===== config.mk =====
export PLATFORM = sky130hd
export DESIGN_NAME = alu_arbiter
export DESIGN_NICKNAME = d
export VERILOG_FILES = /design/src/rtl/alu_arbiter.sv
export SDC_FILE = /design/constraint.sdc
export NUM_CORES = 1
export LEC_CHECK = 0
export CAP_MARGIN = 20
export CORE_UTILIZATION = 38
export CTS_BUF_LIST = sky130_fd_sc_hd__clkbuf_8 sky130_fd_sc_hd__clkbuf_16
export CTS_CLUSTER_SIZE = 12
export DETAILED_ROUTE_END_ITERATION = 8
export PLACE_DENSITY_LB_ADDON = 0.3
export SKIP_CTS_REPAIR_TIMING = 1
export SYNTH_ARGS = -nofsm -noshare
export SYNTH_HDL_FRONTEND = slang
export SYNTH_SLANG_ARGS = --single-unit
export TNS_END_PERCENT = 50

===== constraint.sdc =====
create_clock -name Clk -period 1.81 [get_ports Clk]
set_input_delay 0.2715 -clock Clk [delete_from_list [all_inputs] [get_ports Clk]]
set_output_delay 0.2715 -clock Clk [all_outputs]
set_load 0.005 [all_outputs]

===== src/rtl/alu_arbiter.sv =====
// ---------------------------------------------------------------------------
// alu_arbiter
//   Shares one combinational ALU between two requesters. Requests are
//   accepted one at a time over a valid/ready handshake with round-robin
//   priority. An accepted operation is issued to the ALU for exactly one
//   cycle, and its result is then returned on a shared response channel
//   tagged with the owning requester's ID.
//
// Ports
//   Clk, Reset                 rising-edge clock, synchronous active-high reset
//   Req0_* / Req1_*            Valid (in), Ready (out), Op (in, 2b), A, B (in)
//                              Op: 0=ADD 1=SUB 2=MUL 3=PASS (PASS returns B)
//   Rsp_Valid/Ready/Id/Data    result channel toward the consumer
//   Alu_Add/Sub/Mul/Pass       one-hot ALU op strobes, high only while issuing
//   Reg1_Out, Reg2_Out         ALU operands, held between operations
//   Alu_Out                    combinational ALU result
// ---------------------------------------------------------------------------

// Run-time invariant checks for the arbiter; carries no design logic.
module alu_arbiter_checker (
  input logic       Clk,
  input logic       Reset,
  input logic       in_issue,
  input logic       ready0,
  input logic       ready1,
  input logic [3:0] strobes
);

  // Sample the invariants once per cycle while out of reset.
  always_ff @(posedge Clk) begin
    if (!Reset) begin
      assert ($countones(strobes) <= 1)
        else $error("alu_arbiter: more than one ALU strobe active");
      assert (!(ready0 && ready1))
        else $error("alu_arbiter: both requesters granted");
      assert (in_issue || (strobes == 4'b0000))
        else $error("alu_arbiter: ALU strobe outside issue phase");
    end
  end

endmodule

module alu_arbiter #(
  parameter int DATA_WIDTH = 21
) (
  input  logic                  Clk,
  input  logic                  Reset,

  input  logic                  Req0_Valid,
  output logic                  Req0_Ready,
  input  logic [1:0]            Req0_Op,
  input  logic [DATA_WIDTH-1:0] Req0_A,
  input  logic [DATA_WIDTH-1:0] Req0_B,

  input  logic                  Req1_Valid,
  output logic                  Req1_Ready,
  input  logic [1:0]            Req1_Op,
  input  logic [DATA_WIDTH-1:0] Req1_A,
  input  logic [DATA_WIDTH-1:0] Req1_B,

  output logic                  Rsp_Valid,
  input  logic                  Rsp_Ready,
  output logic                  Rsp_Id,
  output logic [DATA_WIDTH-1:0] Rsp_Data,

  output logic                  Alu_Add,
  output logic                  Alu_Sub,
  output logic                  Alu_Mul,
  output logic                  Alu_Pass,
  output logic [DATA_WIDTH-1:0] Reg1_Out,
  output logic [DATA_WIDTH-1:0] Reg2_Out,
  input  logic [DATA_WIDTH-1:0] Alu_Out
);

  localparam logic [1:0] OP_ADD  = 2'd0;
  localparam logic [1:0] OP_SUB  = 2'd1;
  localparam logic [1:0] OP_MUL  = 2'd2;
  localparam logic [1:0] OP_PASS = 2'd3;

  typedef enum logic [1:0] {
    ST_IDLE  = 2'd0,
    ST_ISSUE = 2'd1,
    ST_RESP  = 2'd2
  } state_t;

  state_t                  state;
  logic                    prio;        // side that wins a tie in IDLE
  logic                    id_r;        // owner of the operation in flight
  logic [3:0]              strobe_r;    // {Pass, Mul, Sub, Add}

  logic                    grant_valid;
  logic                    grant;
  logic [1:0]              sel_op;
  logic [DATA_WIDTH-1:0]   sel_a;
  logic [DATA_WIDTH-1:0]   sel_b;

  // Map an opcode to its one-hot strobe vector {Pass, Mul, Sub, Add}.
  function automatic logic [3:0] op_strobes(input logic [1:0] op);
    logic [3:0] s;
    case (op)
      OP_ADD:  s = 4'b0001;
      OP_SUB:  s = 4'b0010;
      OP_MUL:  s = 4'b0100;
      OP_PASS: s = 4'b1000;
      default: s = 4'b0000;
    endcase
    return s;
  endfunction

  // Round-robin grant: the priority side wins if valid, otherwise the other.
  always_comb begin
    grant_valid = 1'b0;
    grant       = 1'b0;
    if (state == ST_IDLE) begin
      if (prio == 1'b0) begin
        if (Req0_Valid) begin
          grant_valid = 1'b1;
          grant       = 1'b0;
        end else if (Req1_Valid) begin
          grant_valid = 1'b1;
          grant       = 1'b1;
        end else begin
          grant_valid = 1'b0;
          grant       = 1'b0;
        end
      end else begin
        if (Req1_Valid) begin
          grant_valid = 1'b1;
          grant       = 1'b1;
        end else if (Req0_Valid) begin
          grant_valid = 1'b1;
          grant       = 1'b0;
        end else begin
          grant_valid = 1'b0;
          grant       = 1'b0;
        end
      end
    end else begin
      grant_valid = 1'b0;
      grant       = 1'b0;
    end
  end

  // Operand/opcode mux for the granted requester.
  always_comb begin
    sel_op = 2'd0;
    sel_a  = '0;
    sel_b  = '0;
    if (grant) begin
      sel_op = Req1_Op;
      sel_a  = Req1_A;
      sel_b  = Req1_B;
    end else begin
      sel_op = Req0_Op;
      sel_a  = Req0_A;
      sel_b  = Req0_B;
    end
  end

  // Ready is combinational so a request is accepted in the cycle it is seen.
  assign Req0_Ready = grant_valid & ~grant;
  assign Req1_Ready = grant_valid &  grant;

  assign Alu_Add  = strobe_r[0];
  assign Alu_Sub  = strobe_r[1];
  assign Alu_Mul  = strobe_r[2];
  assign Alu_Pass = strobe_r[3];

  // Arbiter FSM with all outputs registered. Operands and strobes are loaded
  // on the accept edge so they are already valid during the ISSUE cycle.
  always_ff @(posedge Clk) begin
    if (Reset) begin
      state     <= ST_IDLE;
      prio      <= 1'b0;
      id_r      <= 1'b0;
      strobe_r  <= 4'b0000;
      Reg1_Out  <= '0;
      Reg2_Out  <= '0;
      Rsp_Valid <= 1'b0;
      Rsp_Id    <= 1'b0;
      Rsp_Data  <= '0;
    end else begin
      case (state)
        ST_IDLE: begin
          if (grant_valid) begin
            id_r     <= grant;
            prio     <= ~grant;
            Reg1_Out <= sel_a;
            Reg2_Out <= sel_b;
            strobe_r <= op_strobes(sel_op);
            state    <= ST_ISSUE;
          end else begin
            state    <= ST_IDLE;
          end
        end
        ST_ISSUE: begin
          // ALU result is valid for the whole issue cycle; capture at its end.
          Rsp_Data  <= Alu_Out;
          Rsp_Id    <= id_r;
          Rsp_Valid <= 1'b1;
          strobe_r  <= 4'b0000;
          state     <= ST_RESP;
        end
        ST_RESP: begin
          if (Rsp_Ready) begin
            Rsp_Valid <= 1'b0;
            state     <= ST_IDLE;
          end else begin
            state     <= ST_RESP;
          end
        end
        default: begin
          strobe_r  <= 4'b0000;
          Rsp_Valid <= 1'b0;
          state     <= ST_IDLE;
        end
      endcase
    end
  end

  alu_arbiter_checker u_checker (
    .Clk      (Clk),
    .Reset    (Reset),
    .in_issue (state == ST_ISSUE),
    .ready0   (Req0_Ready),
    .ready1   (Req1_Ready),
    .strobes  (strobe_r)
  );

endmodule


==> reports/qor.txt, run 1 <==
result of the run = finished clean
Tot GR Track Use = 24.36%
minimum period implied by the final worst setup slack = 1.771 ns
residual DRC count = 0
share of the cycle needed by the critical path after routing = 97.83%
drt total wl = 10800 um
share of synthesized area occupied by flip-flops and latches = 45.39%
H-tree lvl count = 3
count of input and output buffers = 184
cell at the root of the clock tree = sky130_fd_sc_hd__clkbuf_8
ratio of cells with drive above 1 in the final layout = 8.000%
transition at the pin with the smallest max-transition slack = 0.9783 ns
detailed router's first-iteration violation count = 157
startpoint of the lowest-slack register-to-register path = state[0]$_SDFF_PP0_
post-synthesis instance total = 401
final HPWL from detailed placement = 7285 um
most frequently used cell type in the post-synthesis netlist = sky130_fd_sc_hd__dfxtp_1
proportion of register bits with asynchronous set or reset after synthesis = 0%
drt via density = 5.380
RSZ-0062 raised after global routing = true
reported max-cap violation count = 0
kind of start point of the critical path = flip-flop
vias after detailed routing = 3664
drt first pass iters = 4
horizontal die dimension = 94.05 um
Distinct cells, synth = 27
Final setup violation count = 0
clk slew on worst S/H paths = 0.08 ns
global-route wire length before repair = 16830 um
aggregate global routing overflow = 0
maximum vdd ir drop = 413.2 uV
remaining antenna violation count after routing = 0
highest clock frequency the design can meet = 564.7 MHz
gpl congestion = 0.7739
clock tree from TritonCTS = built
final-layout worst hold slack = 0.3841 ns
cell area after synthesis = 3219 um^2
clock sink count = 73
area post-placement = 5164 um^2
initial antenna violation count = 0
net total in the final layout = 684
cell types occupying the most area after synthesis = sky130_fd_sc_hd__dfxtp_1 45%, sky130_fd_sc_hd__a311oi_1 11%, sky130_fd_sc_hd__a21oi_1 11%
Num CTS Buffers = 9
pin count of the biggest net entering global routing = 74
routed length per placed instance = 15.85 um
minimum setup slack among reg-to-reg paths = 0.04 ns
area of all sequential standard cells = 1464 um^2
total of fill cells in the finished design = 706
R2R cell count = 3
area of the multi-input gates = 1564 um^2
maximum fanout along the worst path = 42
sort of element at the end of the critical path = flip-flop
final hold violations = 0
number of I/O pins = 185
non-filler cells, final = 681
core box area = 8217 um^2
number of global-route vias before repair = 3513
arrival time of data at the critical path endpoint = 1.94 ns
number of cell rows = 33
HP Class = input pin to flip-flop
placed cell count = 664
top cells by count, synth = 73 x sky130_fd_sc_hd__dfxtp_1, 68 x sky130_fd_sc_hd__a21oi_1, 46 x sky130_fd_sc_hd__nand2_1, 44 x sky130_fd_sc_hd__nand3_1, 42 x sky130_fd_sc_hd__a311oi_1
#FFs+latches synth = 73
endpoint of the most critical register-to-register path = Reg2_Out[13]$_SDFFE_PP0P_
start point of the worst hold path = Req1_Valid
pwr dens = 877.9 nW/um^2
buffer levels on the longest clock path = 2
library cell with the largest summed area after synthesis = sky130_fd_sc_hd__dfxtp_1
insertion delay of the later-clocked pin in the worst-skew pair = 0.35 ns
Avg Cell Area, Syn = 8.028 um^2
fin. max-slew vios = 0
number of warnings issued by yosys = 0
reported leakage power = 0.001954 uW
final standard cell area without fillers = 5450 um^2
area overhead of the layout relative to synthesis = 69.30%
Hold Crit Depth = 4
fraction of synthesized cell area taken by the top area cell type = 45.39%
vertical die dimension = 94.05 um
Setup Crit Path Kind = flip-flop to flip-flop
starting density of the core = 39.18%
Post-Route Skew = 0.007720 ns
top flip-flop cell by instance count after synthesis = sky130_fd_sc_hd__dfxtp_1
syn_nets = 515
tightest slew margin relative to the limit = 34.63%
Hold EP = state[0]$_SDFF_PP0_
required time of the worst setup path = 1.98 ns
Total Die Area = 8844 um^2
Total Power Consumption = 4785 uW
EDFF count, synth = 0
[state kept, by name, indices dropped and copies added, names as in the netlist]
signal	cells
Rsp_Id	1
Reg1_Out	21
strobe_r	4
Rsp_Valid	1
Reg2_Out	21
prio	1
id_r	1
state	2
Rsp_Data	21
[cell families after synthesis]
kind of cell	count (synthesis)	share of synthesized area [%]
flops	73	45.39
buf+inv	48	6.724
simple gates	121	17.96
compound gates	159	29.93
[placed cells by master, fill, tap and decap left out, types with 7 or more instances in the layout]
master / synthesis / layout
sky130_fd_sc_hd__nand3_1: 44 / 44
sky130_fd_sc_hd__nand2_1: 46 / 46
sky130_fd_sc_hd__clkdlybuf4s50_1: 0 / 179
sky130_fd_sc_hd__a311oi_1: 42 / 42
sky130_fd_sc_hd__clkbuf_8: 0 / 9
sky130_fd_sc_hd__dfxtp_1: 73 / 71
sky130_fd_sc_hd__o21ai_0: 36 / 36
sky130_fd_sc_hd__buf_4: 1 / 18
sky130_fd_sc_hd__nor2_1: 8 / 7
sky130_fd_sc_hd__o21ai_1: 7 / 7
sky130_fd_sc_hd__a21oi_1: 68 / 68
[report_power, final]
part	internal (uW)	switching, uW	total [uW]
clock	1060	633	1690
combinational	701	529	1230
sequential	1770	91.2	1860
total	3530	1250	4780
[metrics by stage]
stage	setup TNS, ns	util, %	setup slack [ns]
2_1_floorplan	0	-	0.4412
4_1_cts	-0.6143	66.09	-0.1668
3_5_place_dp	-11.31	62.84	-0.3000
5_1_grt	-0.7633	66.30	-0.05723
6_report	0	66.33	0.03927
3_3_place_gp	-8.987	62.84	-0.2135
[layer usage]
| metal | up-vias | routed length, um | GRT usage, % |
|---|---|---|---|
| li1 | 1816 | - | - |
| met1 | 1685 | 4282 | 27.72 |
| met2 | 144 | 5354 | 41.55 |
| met3 | 19 | 933 | 8.414 |
| met4 | 0 | 226 | 9.615 |
| met5 | - | 0 | 0 |
[worst max-delay path: stages, from the launching register on]
cell,delay [ns]
sky130_fd_sc_hd__dfxtp_2,0.36
sky130_fd_sc_hd__or2_4,0.27
sky130_fd_sc_hd__nor2_4,0.73
sky130_fd_sc_hd__a311oi_1,0.20
[area by class of cell]
type	instances	share of cell area [%]
multi-input cells	280	28.70
repair buffers	204	36.96
diodes	1	0.04591
well taps	105	2.410
clock inverters	7	2.617
inverters	2	0.1377
flip-flops and latches	73	26.86
clock buffers	9	2.273
[how the worst max path moves through the flow]
stage / from / end / slack, ns
CTS: Req0_Valid / Req0_Ready / -0.17
global placement: Req0_Valid / Reg2_Out[6]$_SDFFE_PP0P_ / -0.21
detailed placement: Req0_Valid / Reg2_Out[10]$_SDFFE_PP0P_ / -0.30
finish: state[0]$_SDFF_PP0_ / Reg2_Out[13]$_SDFFE_PP0P_ / 0.04
floorplan: Req1_Valid / Req0_Ready / 0.44
global route: state[0]$_SDFF_PP0_ / Reg1_Out[8]$_SDFFE_PP0P_ / -0.06
No activity file was read; power rests on OpenSTA's default activity.
==> inputs of run 2 (changes only) <==
--- a/config.mk
+++ b/config.mk
@@ -11,6 +11,7 @@
 export CTS_CLUSTER_SIZE = 12
 export DETAILED_ROUTE_END_ITERATION = 8
 export PLACE_DENSITY_LB_ADDON = 0.3
+export SETUP_SLACK_MARGIN = 0.02
 export SKIP_CTS_REPAIR_TIMING = 1
 export SYNTH_ARGS = -nofsm -noshare
 export SYNTH_HDL_FRONTEND = slang
==> run 2 against run 1 <==
Count of clock-buffer cells in the layout stayed put. Via count grew 0.46%. Combinational power barely moved. Global-route usage stayed put. Worst hold slack better by 0.0073 ns. Clock skew hardly changed. Maximum frequency down 0.56%. Non-clock buffer count unchanged. Final cell count did not move.
==> reports/qor.txt, run 2 (synthesis gave the netlist of run 1 again) <==
result of the run = finished clean (unchanged)
highest clock frequency the design can meet = 561.6 MHz (was 564.7 MHz)
drt first pass iters = 4 (unchanged)
horizontal die dimension = 94.05 um (unchanged)
global-route wire length before repair = 16830 um (unchanged)
Most Used Layer, Global Route = met2 (unchanged)
Num CTS Buffers = 9 (unchanged)
drt total wl = 10770 um (was 10800 um)
required time of the worst setup path = 1.97 ns (was 1.98 ns)
initial antenna violation count = 0 (unchanged)
vertical die dimension = 94.05 um (unchanged)
final cell utilization of the core = 66.33% (unchanged)
ratio of cells with drive above 1 in the final layout = 8.000% (unchanged)
Worst Setup Slack, final = 0.02928 ns (was 0.03927 ns)
tightest slew margin relative to the limit = 33.81% (was 34.63%)
endpoint of the most critical register-to-register path = Reg2_Out[13]$_SDFFE_PP0P_ (unchanged)
Hold EP = state[0]$_SDFF_PP0_ (unchanged)
start point of the worst hold path = Req1_Valid (unchanged)
gpl congestion = 0.7739 (unchanged)
clock sink count = 73 (unchanged)
share of the cycle needed by the critical path after routing = 98.38% (was 97.83%)
final hold violations = 0 (unchanged)
most common cell after layout, fill and taps aside = sky130_fd_sc_hd__clkdlybuf4s50_1 (unchanged)
aggregate global routing overflow = 0 (unchanged)
kind of start point of the critical path = flip-flop (unchanged)
net total in the final layout = 684 (unchanged)
vias after detailed routing = 3681 (was 3664)
setup TNS = 0 ns (unchanged)
reported leakage power = 0.001954 uW (about the same)
RSZ-0062 raised after global routing = true (unchanged)
top library cells by usage in the layout, fill and taps aside = 179 x sky130_fd_sc_hd__clkdlybuf4s50_1, 71 x sky130_fd_sc_hd__dfxtp_1, 68 x sky130_fd_sc_hd__a21oi_1 (unchanged)
met3 global-route usage = 8.414% (unchanged)
residual DRC count = 0 (unchanged)
Final setup violation count = 0 (unchanged)
Total Die Area = 8844 um^2 (unchanged)
global-route met2 utilization = 41.55% (unchanged)
total of fill cells in the finished design = 706 (unchanged)
final standard cell area without fillers = 5450 um^2 (unchanged)
Setup Crit Path Kind = flip-flop to flip-flop (unchanged)
starting density of the core = 39.18% (unchanged)
reported max-cap violation count = 0 (unchanged)
core box area = 8217 um^2 (unchanged)
final HPWL from detailed placement = 7285 um (unchanged)
insertion delay of the later-clocked pin in the worst-skew pair = 0.34 ns (was 0.35 ns)
pin count of the biggest net entering global routing = 74 (unchanged)
fin. max-slew vios = 0 (unchanged)
startpoint of the lowest-slack register-to-register path = state[0]$_SDFF_PP0_ (unchanged)
routed length per placed instance = 15.81 um (was 15.85 um)
Hold Crit Depth = 4 (unchanged)
transition at the pin with the smallest max-transition slack = 0.9905 ns (was 0.9783 ns)
number of global-route vias before repair = 3513 (unchanged)
minimum period implied by the final worst setup slack = 1.781 ns (was 1.771 ns)
met1 GRT Util = 27.72% (unchanged)
Tot GR Track Use = 24.36% (unchanged)
sort of element at the end of the critical path = flip-flop (unchanged)
final-layout worst hold slack = 0.3915 ns (was 0.3841 ns)
H-tree lvl count = 3 (unchanged)
clk slew on worst S/H paths = 0.07 ns (was 0.08 ns)
arrival time of data at the critical path endpoint = 1.94 ns (about the same)
CP startpoint = state[0]$_SDFF_PP0_ (unchanged)
maximum fanout along the worst path = 42 (unchanged)
remaining antenna violation count after routing = 0 (unchanged)
largest registers = Reg1_Out: 21 flops, Reg2_Out: 21 flops, Rsp_Data: 21 flops (unchanged)
R2R cell count = 3 (unchanged)
detailed router's first-iteration violation count = 144 (was 157)
drt via density = 5.405 (was 5.380)
number of cell rows = 33 (unchanged)
area overhead of the layout relative to synthesis = 69.30% (unchanged)
number of I/O pins = 185 (unchanged)
pwr dens = 876.3 nW/um^2 (was 877.9 nW/um^2)
Post-Route Skew = 0.007318 ns (was 0.007720 ns)
minimum setup slack among reg-to-reg paths = 0.03 ns (was 0.04 ns)
buffer levels on the longest clock path = 2 (unchanged)
cell at the root of the clock tree = sky130_fd_sc_hd__clkbuf_8 (unchanged)
clock tree from TritonCTS = built (unchanged)
area post-placement = 5164 um^2 (unchanged)
maximum vdd ir drop = 411.3 uV (was 413.2 uV)
Setup Slack @ Placement = -0.3000 ns (unchanged)
HP Class = input pin to flip-flop (unchanged)
count of input and output buffers = 184 (unchanged)
-- run 2: cell counts in the layout (fill, tap and decap cells not counted) --
Identical to the previous run, type by type.
-- run 2: worst max path at each step --
| stage | endpoint | depth (start not counted) |
|---|---|---|
| floorplan | Req0_Ready | 6 |
| finish | Reg2_Out[13]$_SDFFE_PP0P_ | 3 |
| global placement | Reg2_Out[6]$_SDFFE_PP0P_ | 4 |
| CTS | Req0_Ready | 5 |
| detailed placement | Reg2_Out[10]$_SDFFE_PP0P_ | 4 |
| global route | Reg1_Out[8]$_SDFFE_PP0P_ | 3 |
-- run 2: worst max-delay path, stage by stage (launching register included) --
cell	delay (ns)
sky130_fd_sc_hd__dfxtp_2	0.36
sky130_fd_sc_hd__or2_4	0.27
sky130_fd_sc_hd__nor2_4	0.75
sky130_fd_sc_hd__a311oi_1	0.21
-- run 2: power by group --
part	switching, uW	internal, uW	leakage (uW)
registers	91.2	1770	0.000603
clock network	625	1060	0.000133
logic	529	701	0.00122
-- run 2: layout make-up --
type,instances,area (um^2),area share (%)
Clock buffer,9,123.9,2.273
Clock inverter,7,142.6,2.617
Antenna cell,1,2.502,0.04591
Inverter,2,7.507,0.1377
Timing Repair Buffer,204,2014,36.96
Tap cell,105,131.4,2.410
Sequential cell,73,1464,26.86
Multi-Input combinational cell,280,1564,28.70
-- run 2: through the flow --
step	instances	power, uW
floorplan	401	2402
global placement	664	3098
detailed placement	664	3125
CTS	680	4803
global route	680	5008
finish	681	4776
-- run 2: routing by layer --
metal | part of all wire (%) | up-vias
met5 | 0 | -
li1 | - | 1813
met2 | 50 | 152
met1 | 39 | 1704
met4 | 1.5 | 0
met3 | 9.2 | 12
